## src/rtl/mmio_port_responder_pkg.sv

```systemverilog
// Shared definitions for the MMIO port responder: default window base and
// the word-offset register map inside the 16-byte window.
package mmio_pkg;

  localparam logic [31:0] DEFAULT_BASE_ADDR = 32'h1001_1000;

  typedef enum logic [1:0] {
    OFS_PORT_OUT = 2'd0,
    OFS_PORT_IN  = 2'd1,
    OFS_EDGE     = 2'd2,
    OFS_COUNT    = 2'd3
  } reg_sel_e;

endpackage

```

## src/rtl/mmio_port_responder_if.sv

```systemverilog
// MEM-stage data bus as seen by a memory-mapped target: address/data/strobes
// from the pipeline, combinational read data and window hit back.
interface mmio_port_responder_if;
  logic [31:0] Address;
  logic [31:0] WriteData;
  logic        MemWrite;
  logic        MemRead;
  logic [31:0] ReadData;
  logic        Hit;

  modport master (
    output Address, WriteData, MemWrite, MemRead,
    input  ReadData, Hit
  );

  modport slave (
    input  Address, WriteData, MemWrite, MemRead,
    output ReadData, Hit
  );
endinterface

```

## src/rtl/mmio_port_responder_sync.sv

```systemverilog
// Two-flop synchronizer with a history flop, giving a clean synchronized
// level and a one-cycle rising-edge pulse per input bit.
module input_synchronizer #(
  parameter int WIDTH = 8
) (
  input  logic             clk,
  input  logic             reset,
  input  logic [WIDTH-1:0] async_in,
  output logic [WIDTH-1:0] sync,
  output logic [WIDTH-1:0] rise
);

  logic [WIDTH-1:0] s1, s2, s3;

  always_ff @(posedge clk or negedge reset) begin
    if (!reset) begin
      s1 <= '0;
      s2 <= '0;
      s3 <= '0;
    end else begin
      s1 <= async_in;
      s2 <= s1;
      s3 <= s2;
    end
  end

  assign sync = s2;
  assign rise = s2 & ~s3;

endmodule

```

## src/rtl/mmio_port_responder.sv

```systemverilog
// Memory-mapped I/O target on the MEM-stage bus: output latch, synchronized
// input port with sticky rising-edge flags, and a loadable cycle counter.
module mmio_port_responder
  import mmio_pkg::*;
#(
  parameter logic [31:0] BASE_ADDR = DEFAULT_BASE_ADDR,
  parameter int          IN_WIDTH  = 8
) (
  input  logic                clk,
  input  logic                reset,
  mmio_port_responder_if.slave bus,
  input  logic [IN_WIDTH-1:0] PortIn,
  output logic [31:0]         PortOut
);

  logic                hit;
  reg_sel_e            sel;
  logic                store;
  logic [IN_WIDTH-1:0] in_sync;
  logic [IN_WIDTH-1:0] in_rise;
  logic [IN_WIDTH-1:0] edge_flags;
  logic [IN_WIDTH-1:0] edge_clr;
  logic [31:0]         count_q;
  logic [31:0]         in_sync_ext;
  logic [31:0]         edge_ext;
  logic                unused_byte_lane;

  // Word access only: the byte-lane bits are deliberately ignored.
  assign unused_byte_lane = ^bus.Address[1:0];

  assign hit   = (bus.Address[31:4] == BASE_ADDR[31:4]);
  assign sel   = reg_sel_e'(bus.Address[3:2]);
  assign store = hit & bus.MemWrite;
  assign bus.Hit = hit;

  input_synchronizer #(.WIDTH(IN_WIDTH)) u_sync (
    .clk      (clk),
    .reset    (reset),
    .async_in (PortIn),
    .sync     (in_sync),
    .rise     (in_rise)
  );

  assign edge_clr = (store && sel == OFS_EDGE) ? bus.WriteData[IN_WIDTH-1:0] : '0;

  always_ff @(posedge clk or negedge reset) begin
    if (!reset) begin
      PortOut    <= '0;
      edge_flags <= '0;
      count_q    <= '0;
    end else begin
      if (store && sel == OFS_PORT_OUT)
        PortOut <= bus.WriteData;
      // A rise arriving on the same edge as its W1C clear must not be lost.
      edge_flags <= (edge_flags & ~edge_clr) | in_rise;
      if (store && sel == OFS_COUNT)
        count_q <= bus.WriteData;
      else
        count_q <= count_q + 32'd1;
    end
  end

  always_comb begin
    in_sync_ext = '0;
    in_sync_ext[IN_WIDTH-1:0] = in_sync;
    edge_ext = '0;
    edge_ext[IN_WIDTH-1:0] = edge_flags;
  end

  always_comb begin
    bus.ReadData = '0;
    if (hit && bus.MemRead) begin
      case (sel)
        OFS_PORT_OUT: bus.ReadData = PortOut;
        OFS_PORT_IN:  bus.ReadData = in_sync_ext;
        OFS_EDGE:     bus.ReadData = edge_ext;
        OFS_COUNT:    bus.ReadData = count_q;
        default:      bus.ReadData = '0;
      endcase
    end
  end

endmodule

```

## src/flat_wrapper.sv

```systemverilog
// flat-port wrapper written by rule: the top's interface ports become plain ports
module mmio_port_responder_flat import mmio_pkg::*;
#(
  parameter logic [31:0] BASE_ADDR = DEFAULT_BASE_ADDR,
  parameter int          IN_WIDTH  = 8
)
  (clk, reset, PortIn, PortOut, bus_Address, bus_WriteData, bus_MemWrite, bus_MemRead, bus_ReadData, bus_Hit);
  mmio_port_responder_if bus_i ();
  input  logic clk;
  input  logic reset;
  input  logic [IN_WIDTH-1:0] PortIn;
  output logic [31:0] PortOut;
  input wire logic [$bits(bus_i.Address)-1:0] bus_Address;
  input wire logic [$bits(bus_i.WriteData)-1:0] bus_WriteData;
  input wire logic [$bits(bus_i.MemWrite)-1:0] bus_MemWrite;
  input wire logic [$bits(bus_i.MemRead)-1:0] bus_MemRead;
  output wire logic [$bits(bus_i.ReadData)-1:0] bus_ReadData;
  output wire logic [$bits(bus_i.Hit)-1:0] bus_Hit;
  assign bus_i.Address = bus_Address;
  assign bus_i.WriteData = bus_WriteData;
  assign bus_i.MemWrite = bus_MemWrite;
  assign bus_i.MemRead = bus_MemRead;
  assign bus_ReadData = bus_i.ReadData;
  assign bus_Hit = bus_i.Hit;
  mmio_port_responder #(.BASE_ADDR(BASE_ADDR), .IN_WIDTH(IN_WIDTH)) u_core (.clk(clk), .reset(reset), .bus(bus_i), .PortIn(PortIn), .PortOut(PortOut));
endmodule
```

## config.mk

```make
export PLATFORM = sky130hd
export DESIGN_NAME = mmio_port_responder_flat
export DESIGN_NICKNAME = d
export VERILOG_FILES = /design/src/rtl/mmio_port_responder_pkg.sv /design/src/rtl/mmio_port_responder_if.sv /design/src/rtl/mmio_port_responder_sync.sv /design/src/rtl/mmio_port_responder.sv /design/src/flat_wrapper.sv
export SDC_FILE = /design/constraint.sdc
export NUM_CORES = 1
export LEC_CHECK = 0
export CAP_MARGIN = 0
export CORE_MARGIN = 2
export CORE_UTILIZATION = 32
export CTS_CLUSTER_SIZE = 24
export DETAILED_ROUTE_END_ITERATION = 10
export PLACE_DENSITY = 0.67
export SETUP_SLACK_MARGIN = 0.4
export SLEW_MARGIN = 20
export SYNTH_ARGS = -nofsm -noshare
export SYNTH_HDL_FRONTEND = slang
export SYNTH_SLANG_ARGS = --single-unit
export TNS_END_PERCENT = 20
```

## constraint.sdc

```tcl
create_clock -name clk -period 5.4 [get_ports clk]
set_input_delay 1.62 -clock clk [delete_from_list [all_inputs] [get_ports clk]]
set_output_delay 1.62 -clock clk [all_outputs]
set_load 0.05 [all_outputs]
```

# ---- Word level (Yosys, flattened, before mapping)
# Index checks and enable logic that the tools add are counted.
# W data, S select, Z words.
dict set report op_classes {
  addsub 1
  n_eq_ne 4
  muxes 4
  bitwise_logic 6
  n_reduce_logical 5
}
# operator count
set op_table {}
lappend op_table {{$pmux W32 S4} 1}
lappend op_table {{$mux W32} 2}
lappend op_table {{$add A32 B1 Y32 const B} 1}
lappend op_table {{$eq A28 B25 Y1 const B} 1}
lappend op_table {{$and A8 B8 Y8} 2}
lappend op_table {{$not A8 Y8} 2}
lappend op_table {{$mux W8} 1}
lappend op_table {{$or A8 B8 Y8} 1}
lappend op_table {{$eq A2 B2 Y1 const B} 2}
lappend op_table {{$logic_and A1 B1 Y1} 4}
lappend op_table {{$eq A2 B1 Y1 const B} 1}
lappend op_table {{$logic_not A2 Y1} 1}
lappend op_table {{$and A1 B1 Y1} 1}
dict set report totals {
  reg_bits 96
  input_bits 76
}

# ---- Longest topological paths before layout
dict set report logic_depth {
  ltp_word 7
  depth_mapped 7
  depth_no_buf 6
}

# ---- Modules after synthesis
# From an unflattened synthesis, not the netlist that was laid out.
dict set report hier_totals {
  hier_cells 404
  area_unflattened_um2 4744.6
}
# module instances cells_each area_each_um2 seq_area_each_um2
set modules_own_cells {}
lappend modules_own_cells {mmio_port_responder 1 372 4033.9 1801.7}
lappend modules_own_cells {input_synchronizer 1 32 710.7 600.6}

# ---- Worst setup path after synthesis
# OpenSTA, ideal clock, no wires.
dict set report synth_path {
  path_type {input port to output port}
  start {input port bus_Address[14]}
  end {output port bus_ReadData[11]}
  arrival_time_ps 3955
  required_ps 3780
  slack_ps -175
  stages 7
  path_cell_list {nor4b_1 > nand4_1 > nor2_1 > clkbuf_1 > nand2_1 > clkbuf_1 > nor2_1}
}
dict set report synth_between {
  elab_chain_cells 3
}
# element line
set synth_rtl {}
lappend synth_rtl {{start, declared} flat_wrapper.sv:13} ;# input wire logic [$bits(bus_i.Address)-1:0] bus_Address;
lappend synth_rtl {{$eq A28 B25 Y1} mmio_port_responder.sv:31} ;# assign hit = (bus.Address[31:4] == BASE_ADDR[31:4]);
lappend synth_rtl {{named net bus_Hit} flat_wrapper.sv:18} ;# output wire logic [$bits(bus_i.Hit)-1:0] bus_Hit;
lappend synth_rtl {{$logic_and A1 B1 Y1} mmio_port_responder.sv:72} ;# if (hit && bus.MemRead) begin
lappend synth_rtl {{$mux W32} mmio_port_responder.sv:72}
lappend synth_rtl {{end, declared} flat_wrapper.sv:17} ;# output wire logic [$bits(bus_i.ReadData)-1:0] bus_ReadData;
# The timed path passes the listed nets, and every way through them passes these cells.

# ---- Final worst setup path
dict set report layout_path {
  start {input port bus_Address[25]}
  end {output port bus_ReadData[14]}
}
dict set report layout_between {
  elab_chain_cells 3
}
# element line
set layout_rtl {}
lappend layout_rtl {{$eq A28 B25 Y1} mmio_port_responder.sv:31}
lappend layout_rtl {{$logic_and A1 B1 Y1} mmio_port_responder.sv:72}
lappend layout_rtl {{$mux W32} mmio_port_responder.sv:72}
# Every way passes these cells.

==> qor.csv <==
stage,metric,value,unit
critical_path,crit path launch type,input pin,
detailed_routing,vias per cell,5.033,
logic_synthesis,cell with the most instances after synthesis,dfrtp_1,
sta,crit share post-route,91.22,%
logic_synthesis,Avg Inst Size Synth,11.04,sq um
sta,f_max,203.0,MHz
logic_synthesis,Synth Register Bits,96,
pwr,P_leak,0.003047,uW
detailed_routing,DR WL met2,6.458,mm
clock_network,CTS buffer count,9,
global_routing,largest net degree at the start of global routing,57,
detailed_routing,Remaining DRCs,0,
clock_network,CTS sink cnt,96,
pwr,switching power,331.0,uW
detailed_routing,WL per Instance,17.58,um
detailed_routing,DRT iter0 DRCs,190,
detailed_routing,final wirelength,12.96,mm
layout,nets,629,
worst_hold_path,Min-Delay Endpoint,u_core.u_sync.sync[2],
pwr,Internal,1159,uW
logic_synthesis,"Top FF cell, synth",dfrtp_1,
floorplanning,die area,15070,sq um
layout,Area Growth Syn to Fin,57.71,%
detailed_routing,First-pass DRT Iterations,4,
critical_path,RR Startpoint,u_core.count_q[2],
detailed_routing,Vias,3709,
clock_network,CTS tree,built,
placed_design,PortBufs,138,
sta,fin. max-slew vios,0,
detailed_routing,wl on met1,5.542,mm
floorplanning,Initial Util,32.65,%
critical_path,Worst R2R Setup Slack,3.05,ns
sta,final hold vios,0,
worst_hold_path,worst hold start,u_core.u_sync.s1[2],
global_routing,Overall Global Routing Usage,17.23,%
sta,fin crit period,4.926,ns
pwr,Seq pwr share,49.1,%
logic_synthesis,Synth area leader,dfrtp_1,
critical_path,worst path required time,3.78,ns
floorplanning,num rows,43,
clock_network,root buffer cell,clkbuf_16,
critical_path,worst-path fanout max,8,
worst_hold_path,hold path depth,0,
sta,Final Skew,0.008562,ns
sta,RSZ-0062 raised after global routing,false,
sta,setup TNS,0,ns
floorplanning,core area,13830,sq um
logic_synthesis,"EDFF count, synth",0,
critical_path,reg2reg end,u_core.count_q[29],
floorplanning,chip height,122.8,um
logic_synthesis,top area cells in the synthesized netlist,"dfrtp_1 (53%), mux2_2 (7.7%), nor2_1 (5.6%)",
logic_synthesis,post-synth cell types,35,
detailed_routing,Routed Antenna Nets,0,
clock_network,CTS H-Tree Depth,3,
global_routing,first-pass GRT wire length,19.61,mm
critical_path,CP arrival,3.31,ns
logic_synthesis,Synth top area share,53.22,%
logic_synthesis,Synth warnings,0,
clock_network,Longest Clk Path Bufs,2,
pwr,Sw Share,22.21,%
critical_path,Reg2Reg Depth,5,
worst_hold_path,HP Class,flop to flop,
layout,ANT cells,0,
critical_path,Crit. End Element,output pin,
pwr,power share of the clock group,43.9,%
placed_design,Inst Count DP,717,
layout,"Cell Count, Final, Fillers Out",737,
global_routing,initial antenna violation count,0,
sta,Setup-failing EPs final,0,
logic_synthesis,area of the mapped netlist,4514,sq um
pwr,Pwr per Cell Area,209.3,nW/um^2
placed_design,Placer Congestion,0.8059,
job,number of max-cap violations,0,
floorplanning,Die X,122.8,um
critical_path,kind of critical path,input pin to output pin,
logic_synthesis,ys async rst share,100.0,%
clock_network,"Clk pin slew, worst setup/hold paths",0.06,ns
layout,ratio of cells with drive above 1 in the final layout,26.03,%
logic_synthesis,synthesized net count,486,
sta,slew margin rel.,28.57,%
logic_synthesis,"Seq/Total Area, Yosys",53.22,%
sta,Worst Tran Pin Value,1.062,ns
logic_synthesis,most instantiated cells after synthesis,"dfrtp_1 (96), nor2_1 (67), a21oi_1 (31), mux2_2 (31), a22oi_1 (24)",
logic_synthesis,Syn Inst Count,409,
global_routing,grt ovf,0,
pwr,Logic pwr share,7.0,%
pwr,worst vdd ir,0.1559,mV
global_routing,vias in the first global route,3844,
placed_design,DPL Wire Length,8.974,mm
status,run status,"complete, no violations",
clock_network,# hold bufs at CTS,0,
floorplanning,I/O pins,141,
detailed_routing,met3 wire len,774,um
clock_network,"Clk Latency, worst-skew pair",0.35,ns
detailed_routing,Top Metal Used,met4,
kinds of logic (layout without fill, tap and decap cells):
kind of cell               count (synthesis)  in the layout  share of synthesized area [%]
AOI/OAI and AO/OA                         63             63                          8.980
DFF                                       96             96                          53.21
and+or+nand+nor                          144            144                          15.63
muxes                                     41             41                          12.22
adders and majority gates                  1              1                         0.2771
xor gates and xnor gates                  30             30                          5.820
buffers and inverters                     34            182                          3.852
per-layer routing:
layer / vias to the layer above / GRT usage [%]
met1: 1852 / 21.73
li1: 1734 / -
met3: 14 / 4.136
met5: - / 0
met4: 0 / 6.250
met2: 109 / 28.73
worst max-delay path by stage:
stage / startpoint / end / slack (ns) / cells after the start
after CTS: bus_Address[14] / bus_ReadData[25] / 0.39 / 8
after global placement: bus_Address[13] / bus_ReadData[20] / 0.19 / 8
after detailed placement: bus_Address[27] / bus_ReadData[28] / 0.13 / 8
after global routing: bus_Address[25] / bus_ReadData[14] / 0.36 / 8
final: bus_Address[25] / bus_ReadData[14] / 0.47 / 8
after floorplan: bus_Address[14] / bus_ReadData[21] / 0.35 / 7
cells in the final DEF (no fill, tap or decap), types with 3 or more instances in the layout:
cell type / instances
a21oi_1: 31
a22o_1: 8
a22oi_1: 24
and3_1: 10
buf_12: 36
buf_4: 12
clkbuf_16: 10
clkdlybuf4s50_1: 80
dfrtp_1: 96
dlymetal6s2s_1: 24
inv_1: 12
mux2_2: 31
mux4_2: 8
nand2_1: 14
nand3_1: 14
nand4_1: 8
nor2_1: 44
nor2_4: 21
nor3_1: 4
nor4_1: 6
nor4_2: 5
nor4b_4: 3
xnor2_1: 18
xor2_1: 12
worst max-delay path, stage by stage:
cell and delay, ns:
clkdlybuf4s50_1 0.41, nor4_2 0.26, nand3_2 0.18, nor2_4 0.19
nand2_8 0.13, buf_12 0.21, nor2_4 0.14, buf_12 0.15
power groups by stage:
stage	sequential, uW	combinational, uW	clock, uW
after floorplan	744	18.1	0
after global placement	745	99.6	0
after detailed placement	745	102	0
after CTS	732	105	673
after global routing	732	113	699
final	732	104	654
per-stage QoR:
step / util, % / cell area, sq um / hold slack, ns / setup slack, ns / total power (uW)
after floorplan: - / 4671 / 0.3312 / 0.3497 / 762.4
after global placement: 47.58 / 6579 / 0.3326 / 0.1907 / 844.7
after detailed placement: 47.58 / 6579 / 0.3347 / 0.1286 / 847.0
after CTS: 50.29 / 6954 / 0.3539 / 0.3896 / 1509
after global routing: 51.49 / 7119 / 0.3564 / 0.3603 / 1544
final: 51.49 / 7119 / 0.3513 / 0.4739 / 1490
what timing repair did:
action                     CTS  global route
buffers inserted             1             2
setup endpoints to repair   32            32
hold endpoints to repair     0             0
resized for setup           12            35
gates cloned                 0             1
pin swaps                    3            11
flip-flops by register name, summed over array words and instances, names as in the netlist:
register / count
u_core.PortOut: 32
u_core.count_q: 32
u_core.edge_flags: 8
u_core.u_sync.s1: 8
u_core.u_sync.s3: 8
u_core.u_sync.sync: 8
layout make-up:
| cell class | count | area [sq um] |
|---|---|---|
| Fill cell | 1206 | 6708 |
| Sequential cell | 96 | 2402 |
| Multi-Input combinational cell | 279 | 2193 |
| Timing Repair Buffer | 154 | 1948 |
| Clock buffer | 10 | 239.0 |
| Tap cell | 180 | 225.2 |
| Clock inverter | 6 | 66.31 |
| Inverter | 12 | 45.04 |
No activity file was read; power rests on OpenSTA's default activity.
